**src/rtl/ahb_mux_pkg.sv**
```systemverilog
// Shared AHB-Lite encodings for the arbiter, master mux and slave mux,
// plus the fixed-burst beat-count helper.
package ahb_mux_pkg;

    localparam logic [1:0] HTRANS_IDLE   = 2'b00;
    localparam logic [1:0] HTRANS_BUSY   = 2'b01;
    localparam logic [1:0] HTRANS_NONSEQ = 2'b10;
    localparam logic [1:0] HTRANS_SEQ    = 2'b11;

    localparam logic [2:0] HBURST_SINGLE = 3'b000;
    localparam logic [2:0] HBURST_INCR   = 3'b001;
    localparam logic [2:0] HBURST_WRAP4  = 3'b010;
    localparam logic [2:0] HBURST_INCR4  = 3'b011;
    localparam logic [2:0] HBURST_WRAP8  = 3'b100;
    localparam logic [2:0] HBURST_INCR8  = 3'b101;
    localparam logic [2:0] HBURST_WRAP16 = 3'b110;
    localparam logic [2:0] HBURST_INCR16 = 3'b111;

    // Undefined-length bursts (SINGLE/INCR) report 0 beats.
    function automatic logic [4:0] burst_beats(input logic [2:0] hburst);
        logic [4:0] beats;
        case (hburst)
            HBURST_WRAP4,  HBURST_INCR4:  beats = 5'd4;
            HBURST_WRAP8,  HBURST_INCR8:  beats = 5'd8;
            HBURST_WRAP16, HBURST_INCR16: beats = 5'd16;
            default:                      beats = 5'd0;
        endcase
        return beats;
    endfunction

endpackage

```
**src/rtl/ahb_burst_tracker.sv**
```systemverilog
// Counts the remaining beats of a fixed-length burst so the arbiter holds
// the grant until the last beat is accepted.
module ahb_burst_tracker
    import ahb_mux_pkg::*;
#(
    parameter int MIDX_W = 3
) (
    input  logic              clk,
    input  logic              reset,
    input  logic              hready,
    input  logic              owner_vld,
    input  logic [MIDX_W-1:0] owner_idx,
    input  logic [1:0]        htrans,
    input  logic [2:0]        hburst,
    output logic              burst_active
);

    logic [4:0]        beat_cnt, beat_cnt_nxt;
    logic              active_nxt;
    logic [MIDX_W-1:0] burst_owner, burst_owner_nxt;
    logic [4:0]        eff_cnt;
    logic              eff_active;
    logic [4:0]        beats;

    always_ff @(posedge clk) begin
        if (reset) begin
            beat_cnt     <= '0;
            burst_active <= 1'b0;
            burst_owner  <= '0;
        end else begin
            beat_cnt     <= beat_cnt_nxt;
            burst_active <= active_nxt;
            burst_owner  <= burst_owner_nxt;
        end
    end

    always_comb begin
        beats           = burst_beats(hburst);
        eff_cnt         = beat_cnt;
        eff_active      = burst_active;
        burst_owner_nxt = burst_owner;
        // A new owner appearing mid-burst abandons the old burst before its
        // own transfer is evaluated.
        if (burst_active && (!owner_vld || owner_idx != burst_owner)) begin
            eff_cnt    = '0;
            eff_active = 1'b0;
        end
        beat_cnt_nxt = eff_cnt;
        active_nxt   = eff_active;
        if (hready) begin
            case (htrans)
                HTRANS_NONSEQ: begin
                    if (beats != 5'd0) begin
                        beat_cnt_nxt    = beats - 5'd1;
                        active_nxt      = 1'b1;
                        burst_owner_nxt = owner_idx;
                    end else begin
                        beat_cnt_nxt = '0;
                        active_nxt   = 1'b0;
                    end
                end
                HTRANS_SEQ: begin
                    if (eff_cnt != 5'd0) begin
                        beat_cnt_nxt = eff_cnt - 5'd1;
                        active_nxt   = (eff_cnt != 5'd1);
                    end
                end
                HTRANS_IDLE: begin
                    beat_cnt_nxt = '0;
                    active_nxt   = 1'b0;
                end
                default: ;
            endcase
        end
    end

endmodule

```
**src/rtl/ahb_master_mux.sv**
```systemverilog
// AHB-Lite master-side mux: registers address/data-phase ownership on HREADY
// and forwards the owner's signals. Optional lock support via AHB_MUX_LOCK_EN.
module ahb_master_mux
    import ahb_mux_pkg::*;
#(
    parameter  int                NUM_MASTERS  = 5,
    parameter  int                ADDR_W       = 32,
    parameter  int                DATA_W       = 32,
    parameter  logic [ADDR_W-1:0] DEFAULT_ADDR = '0,
    localparam int                MIDX_W       = $clog2(NUM_MASTERS)
) (
    input  logic                          clk,
    input  logic                          reset,
    input  logic [NUM_MASTERS-1:0]        hgrant_i,
    input  logic [NUM_MASTERS*ADDR_W-1:0] haddr_i,
    input  logic [NUM_MASTERS*2-1:0]      htrans_i,
    input  logic [NUM_MASTERS-1:0]        hwrite_i,
    input  logic [NUM_MASTERS*3-1:0]      hsize_i,
    input  logic [NUM_MASTERS*3-1:0]      hburst_i,
    input  logic [NUM_MASTERS*DATA_W-1:0] hwdata_i,
    input  logic                          hready,
`ifdef AHB_MUX_LOCK_EN
    input  logic [NUM_MASTERS-1:0]        hmastlock_i,
    output logic                          hmastlock,
`endif
    output logic [ADDR_W-1:0]             haddr,
    output logic [1:0]                    htrans,
    output logic                          hwrite,
    output logic [2:0]                    hsize,
    output logic [2:0]                    hburst,
    output logic [DATA_W-1:0]             hwdata,
    output logic [MIDX_W-1:0]             hmaster,
    output logic                          hmaster_vld,
    output logic                          burst_active
);

    logic              addr_vld, data_vld;
    logic [MIDX_W-1:0] addr_idx, data_idx;
    logic [MIDX_W-1:0] grant_idx;
    logic              grant_ok;
    logic              trk_active;

    assign grant_ok = $onehot(hgrant_i);

    always_comb begin
        grant_idx = '0;
        for (int unsigned i = 0; i < NUM_MASTERS; i++) begin
            if (hgrant_i[i]) grant_idx = MIDX_W'(i);
        end
    end

    // Both phases stretch together under wait states.
    always_ff @(posedge clk) begin
        if (reset) begin
            addr_vld <= 1'b0;
            addr_idx <= '0;
            data_vld <= 1'b0;
            data_idx <= '0;
        end else if (hready) begin
            addr_vld <= grant_ok;
            addr_idx <= grant_ok ? grant_idx : '0;
            data_vld <= addr_vld;
            data_idx <= addr_idx;
        end
    end

    always_comb begin
        haddr       = DEFAULT_ADDR;
        htrans      = HTRANS_IDLE;
        hwrite      = 1'b0;
        hsize       = '0;
        hburst      = '0;
        hmaster     = '0;
        hmaster_vld = addr_vld;
        if (addr_vld) begin
            haddr   = haddr_i[int'(addr_idx)*ADDR_W +: ADDR_W];
            htrans  = htrans_i[int'(addr_idx)*2 +: 2];
            hwrite  = hwrite_i[addr_idx];
            hsize   = hsize_i[int'(addr_idx)*3 +: 3];
            hburst  = hburst_i[int'(addr_idx)*3 +: 3];
            hmaster = addr_idx;
        end
    end

    always_comb begin
        hwdata = '0;
        if (data_vld) hwdata = hwdata_i[int'(data_idx)*DATA_W +: DATA_W];
    end

    ahb_burst_tracker #(
        .MIDX_W (MIDX_W)
    ) u_tracker (
        .clk          (clk),
        .reset        (reset),
        .hready       (hready),
        .owner_vld    (addr_vld),
        .owner_idx    (addr_idx),
        .htrans       (htrans),
        .hburst       (hburst),
        .burst_active (trk_active)
    );

`ifdef AHB_MUX_LOCK_EN
    assign hmastlock    = addr_vld ? hmastlock_i[addr_idx] : 1'b0;
    assign burst_active = trk_active | hmastlock;
`else
    assign burst_active = trk_active;
`endif

endmodule

```
**config.mk**
```make
export PLATFORM = sky130hd
export DESIGN_NAME = ahb_master_mux
export DESIGN_NICKNAME = d
export VERILOG_FILES = /design/src/rtl/ahb_mux_pkg.sv /design/src/rtl/ahb_burst_tracker.sv /design/src/rtl/ahb_master_mux.sv
export SDC_FILE = /design/constraint.sdc
export NUM_CORES = 1
export LEC_CHECK = 0
export ABC_AREA = 1
export BUFFER_PORTS_ARGS = -buffer_cell sky130_fd_sc_hd__buf_2
export CORE_AREA = 2 2 177 179
export CTS_CLUSTER_DIAMETER = 40
export DETAILED_ROUTE_END_ITERATION = 12
export DIE_AREA = 0 0 179 181
export HOLD_SLACK_MARGIN = 0.08
export REMOVE_ABC_BUFFERS = 1
export SKIP_LAST_GASP = 1
export SYNTH_ARGS = -nofsm -noshare
export SYNTH_HDL_FRONTEND = slang
export SYNTH_SLANG_ARGS = --single-unit
```
**constraint.sdc**
```tcl
create_clock -name clk -period 2.4 [get_ports clk]
set_clock_uncertainty 0.15 [all_clocks]
set_input_delay 0.12 -clock clk [delete_from_list [all_inputs] [get_ports clk]]
set_output_delay 0.12 -clock clk [all_outputs]
set_load 0.01 [all_outputs]
```
==> flow_summary.toml, run 1 <==
[grt]
grt.total_usage_pct = 12.7
grt_max_degree = 73
antenna_found_initial = 0
grt_overflow_total = 0
grt_pass1_vias = 6690
grt_pass1_wl_um = 33500

[run]
drv_cap = 0

[clock_tree]
path_clk_slew_ps = 50
cts.sinks = 17
cts-htree-levels = 1
clockBufferDepth = 2
cts_inserted_buffers = 3
post-cts-setup-buffers = 0
cts_tree = "yes"
clk_latency_ps = 250
root_buffer = "clkbuf_16"
cts_resized = 0

[synthesis]
ys_seq_elements = 17
muxShareOfSynthArea_pct = 0
synth_top_area_cell = "o21ai_0"
synth_flop_cell = "dfxtp_1"
yosys.area.top_type_share_pct = 17.3
synth_adder_area_share_pct = 1.85
syn_area_mm2 = 0.00419
ys_async_sr_fraction_pct = 0
synth_top_family_by_area = "compound AO/OA/AOI/OAI gates"
synth_xor_area_share_pct = 0.209
netlist_instances = 781
synth_edf_count = 0
syn_area_per_cell_um2 = 5.36
synthSimpleGateAreaFrac_pct = 30.5
ys_warn_count = 0
synth.distinct_cells = 35
synth_area_leaders = "o21ai_0 (17%), nor2_1 (17%), a32o_1 (8.8%)"
synth_compound_area_share_pct = 46.3
ys_seq_area_share_pct = 8.12

[die]
ios = 451
die_h_um = 181
die_x_um = 179
rows = 64
initial_core_util_pct = 13.8
core-area_mm2 = 0.0303
die-area_mm2 = 0.0324

[worst_setup_path]
reg2reg_depth = 10
slowest_stage = "buf_4"
start_kind = "flop"
endpoint_kind = "output port"
cp_top_family = "buffers and inverters"
cp.required_ps = 2130
worstPathArrival_ps = 1990
critPathBufInv = 4
crit_chain = "inv_2 -> buf_12 -> buf_4 -> o21ai_0 -> o22ai_1 -> a32o_1 -> buf_2"
cpPeakStageDelay_ps = 380
crit_type = "reg -> out"
timing.rr.end = "u_tracker.beat_cnt[3]$_SDFF_PP0_"
r2r_start = "addr_idx[0]$_SDFFE_PP0P_"
path_max_fanout = 45
r2r_slack_ps = 370

[drt]
vias = 7272
met1Wirelength_um = 8870
wire_per_inst_um = 14.4
first_pass_iters = 5
remaining_drc_errors = 0
ant_nets = 0
totalWireLength_um = 22800
drt_iter0_drc = 487
wl_met2_um = 11300
post_drt_via_cell_ratio = 4.59
wl_met3_um = 2060
top_layer = "met4"

[sta]
max_freq_ghz = 0.443
worst_slack_ps = 144
fin_crit_sh_pct = 94.0
period_minus_slack_ps = 2260
worst_pin_slew_ps = 590
setup_viol = 0
max_slew_margin_pct = 60.7
hold_ws_ps = 88.4
finalHoldViolations = 0
tns_ps = 0
rsz0062_at_grt = "false"
maxSlewViolCount = 0

[worst_hold_path]
min_to = "data_vld$_SDFFE_PP0P_"
hold_path.class = "in -> reg"
hp-start = "hready"
worstHoldPathCells = 2

[placed_design]
io_buffers = 450
place_ws_ps = 120
place_inst = 1577
gp_congestion = 0.905
placed_area_mm2 = 0.00689
dp_hpwl_um = 18700

[layout]
drive_gt1_share_pct = 43.2
syn2layout_area_growth_pct = 67.2
diodes = 0
final_cells = 1584
stdcell_area_mm2 = 0.00700
utilization_pct = 23.1
final_nets = 1567

[status]
outcome = "complete, no violations"

[power]
fin_total_pwr_mw = 1.69
ir_drop_v = 0.000216
power_density_mw_per_mm2 = 242
p_leak_nw = 3.81
synth_stat cells (3+ instances only):
cell and n:
a21oi_1 48, a32o_1 37, buf_1 9, buf_2 8, clkbuf_1 55, dfxtp_1 17, ha_1 3, inv_1 52
inv_2 7, nand2_1 81, nand2_2 6, nand2_4 4, nand3_1 17, nand4_1 3, nor2_1 190, nor2_2 6
nor3_1 4, o21ai_0 145, o22ai_1 37, o32ai_1 32
flip-flops by register name, indices dropped and copies added, names as in the netlist:
signal,flops
u_tracker.beat_cnt,5
u_tracker.burst_owner,3
hmaster_vld,1
addr_idx,3
data_vld,1
data_idx,3
u_tracker.burst_active,1
layout make-up:
type | count | area (um^2)
Fill cell | 3516 | 23300
Tap cell | 396 | 495
Inverter | 61 | 229
Clock buffer | 4 | 78.8
Multi-Input combinational cell | 627 | 3310
Timing Repair Buffer | 479 | 2540
Sequential cell | 17 | 345
how the worst max path moves through the flow:
stage	startpoint	end	slack, ps	depth (start not counted)
floorplan	addr_idx[0]$_SDFFE_PP0P_	u_tracker.burst_active$_SDFF_PP0_	-1460	13
global placement	hgrant_i[0]	addr_idx[1]$_SDFFE_PP0P_	100	11
detailed placement	hgrant_i[0]	addr_idx[1]$_SDFFE_PP0P_	120	11
CTS	addr_idx[0]$_SDFFE_PP0P_	haddr[11]	170	7
global route	addr_idx[0]$_SDFFE_PP0P_	haddr[8]	30	7
finish	addr_idx[0]$_SDFFE_PP0P_	haddr[11]	140	7
logic make-up (layout without fill, tap and decap cells):
kind of cell,after synthesis,after routing
and+or+nand+nor,313,313
AOI/OAI and AO/OA,308,308
buffers and inverters,137,544
DFF,17,17
adders and majority gates,5,5
xor gates and xnor gates,1,1
power breakdown:
group	internal, mW	switching, mW
clock network	0.226	0.112
registers	0.296	0.0235
logic	0.489	0.546
total	1.01	0.682
cell usage in the layout (no fill, tap or decap), types with 13 or more instances in the layout:
cell	instances
buf_4	21
inv_1	52
a32o_1	37
o32ai_1	32
o22ai_1	37
a21oi_1	48
nor2_1	188
o21ai_0	145
dfxtp_1	13
buf_2	450
nand2_1	81
nand3_1	17
per-layer routing:
layer / up-vias / track usage, %
met2: 373 / 23.6
met1: 3320 / 15.0
li1: 3545 / -
met3: 34 / 1.94
met4: 0 / 3.28
met5: - / 0
repair_timing:
action / in CTS / in global routing
endpoints found under the hold margin: 7 / 0
hold buffers: 3 / 0
setup endpoints to repair: 0 / 0
worst reg2reg max path: cells and delay by family (launching register included):
family	cells	cell delay, ps
buffers and inverters	2	360
and+or+nand+nor	5	540
AOI/OAI and AO/OA	3	480
DFF	1	390
No activity file was read; power rests on OpenSTA's default activity.
==> inputs of run 2 (changes only) <==
Settings changed: BUFFER_PORTS_ARGS -buffer_cell sky130_fd_sc_hd__buf_2 to -buffer_cell sky130_fd_sc_hd__buf_4, MAX_ROUTING_LAYER set to met4.
==> run 2 against run 1 <==
Count of clock-buffer cells in the layout is the same; fmax grew 2.3%; sequential share of layout area shrank 0.71 points; sequential cell count is the same; core utilization grew 3.9 points; wire length grew 5.5%; combinational power grew 21%; first-iteration DRC count shrank 36%; register-to-register slack is essentially flat; via count shrank 1.0%; worst hold slack gained 3.3 ps.
==> flow_summary.toml, run 2 (synthesis gave the netlist of run 1 again) <==
[status]
outcome = "complete, no violations"

[die]
initial_core_util_pct = 13.8
die_x_um = 179
die_h_um = 181
core-area_mm2 = 0.0303
rows = 64
die-area_mm2 = 0.0324
ios = 451

[grt]
grt_use_met2_pct = 25.0
use_met3_pct = 2.00
antenna_found_initial = 0
grt_pass1_wl_um = 35200
grt_max_degree = 66
grt_pass1_vias = 6882
grt_overflow_total = 0
grt.total_usage_pct = 13.8
gr-max-usage-layer = "met2"
grt_use_met1_pct = 15.4

[sta]
maxSlewViolCount = 0
max_freq_ghz = 0.454
finalHoldViolations = 0
fin_crit_sh_pct = 91.9
rsz0062_at_grt = "false"
setup_viol = 0
hold_ws_ps = 91.7
period_minus_slack_ps = 2200
max_slew_margin_pct = 59.6
worst_pin_slew_ps = 606
worst_slack_ps = 195

[layout]
register_area_um2 = 345
top_register = "u_tracker.beat_cnt"
final_cells = 1589
stdcell_area_mm2 = 0.00818
drive_gt1_share_pct = 43.3
fillers = 3415
final_common_cell = "buf_4"
syn2layout_area_growth_pct = 95.3
largest_reg_flops = 5
utilization_pct = 27.0
multiInputGateArea_mm2 = 0.00331
most-common-layout-cells = "buf_4 (474), nor2_1 (188), o21ai_0 (145)"
diodes = 0
final_nets = 1572

[drt]
first_pass_iters = 5
remaining_drc_errors = 0
post_drt_via_cell_ratio = 4.53
totalWireLength_um = 24000
ant_nets = 0
vias = 7199
drt_iter0_drc = 310
wire_per_inst_um = 15.1

[worst_setup_path]
crit_chain = "buf_4 -> nand2_1 -> inv_1 -> buf_4 -> a32o_1 -> buf_4"
path_max_fanout = 38
path_common_cell = "buf_4"
cp.required_ps = 2130
start_kind = "flop"
endpoint_kind = "output port"
cpPeakStageDelay_ps = 410
slowest_stage = "dfxtp_1"
crit_type = "reg -> out"
cp_top_family = "buffers and inverters"
worstPathArrival_ps = 1930
critPathBufInv = 4

[clock_tree]
cts_inserted_buffers = 3
cts_hold_buf = 4
cts_resized = 0
path_clk_slew_ps = 50
cts_tree = "yes"
post-cts-setup-buffers = 0
cts-htree-levels = 1
clk_latency_ps = 250
clockBufferDepth = 2
root_buffer = "clkbuf_16"
cts.sinks = 17

[power]
p_leak_nw = 4.15
power_density_mw_per_mm2 = 232
ir_drop_v = 0.000218

[placed_design]
io_buffers = 450
dp_hpwl_um = 19700
placed_area_mm2 = 0.00806
place_inst = 1581
gp_congestion = 0.942
place_ws_ps = 124

[run]
drv_cap = 0

[worst_hold_path]
hold_path.class = "in -> reg"
-- run 2: changes by cell type in the layout (fill, tap and decap cells not counted) --
cell | before | now
buf_12 | 5 | 6
buf_2 | 450 | 0
buf_4 | 21 | 474
dlygate4sd3_1 | 3 | 4
-- run 2: final cells by class --
cell class | instances | share of cell area, %
flip-flops and latches | 17 | 4.22
repair buffers | 484 | 45.5
inverters | 61 | 2.80
multi-input cells | 627 | 40.5
well taps | 396 | 6.06
clock buffers | 4 | 0.963
-- run 2: path summary, 6_finish.rpt --
kind | start | to | slack [ps] | cells past startpoint
min reg2reg | u_tracker.burst_owner[2]$_SDFFE_PP0P_ | u_tracker.burst_owner[2]$_SDFFE_PP0P_ | 330 | 2
min | hgrant_i[3] | addr_idx[1]$_SDFFE_PP0P_ | 90 | 3
max reg2reg | hmaster_vld$_SDFFE_PP0P_ | u_tracker.beat_cnt[3]$_SDFF_PP0_ | 370 | 8
max | addr_idx[2]$_SDFFE_PP0P_ | haddr[11] | 200 | 6
-- run 2: routing by layer --
metal / vias to the layer above / wire length (um)
met3: 49 / 1980
met1: 3263 / 9300
met5: - / 0
met4: 0 / 736
li1: 3560 / -
met2: 327 / 12000
-- run 2: worst register-to-register path: cells and delay by family (launching register included) --
family	cells	cell delay, ps
buffers and inverters	2	200
AOI/OAI and AO/OA	2	290
DFF	1	420
and+or+nand+nor	4	910
-- run 2: per-stage QoR --
| stage | setup TNS (ps) | total power, mW |
|---|---|---|
| floorplan | -58080 | 0.799 |
| global placement | 0 | 1.56 |
| detailed placement | 0 | 1.57 |
| CTS | 0 | 1.91 |
| global route | 0 | 2.04 |
| finish | 0 | 1.90 |
-- run 2: where the power goes --
| group | internal [mW] | total [mW] | switching (mW) |
|---|---|---|---|
| Sequential | 0.296 | 0.321 | 0.0241 |
| Clock | 0.225 | 0.332 | 0.107 |
| Combinational | 0.696 | 1.25 | 0.552 |
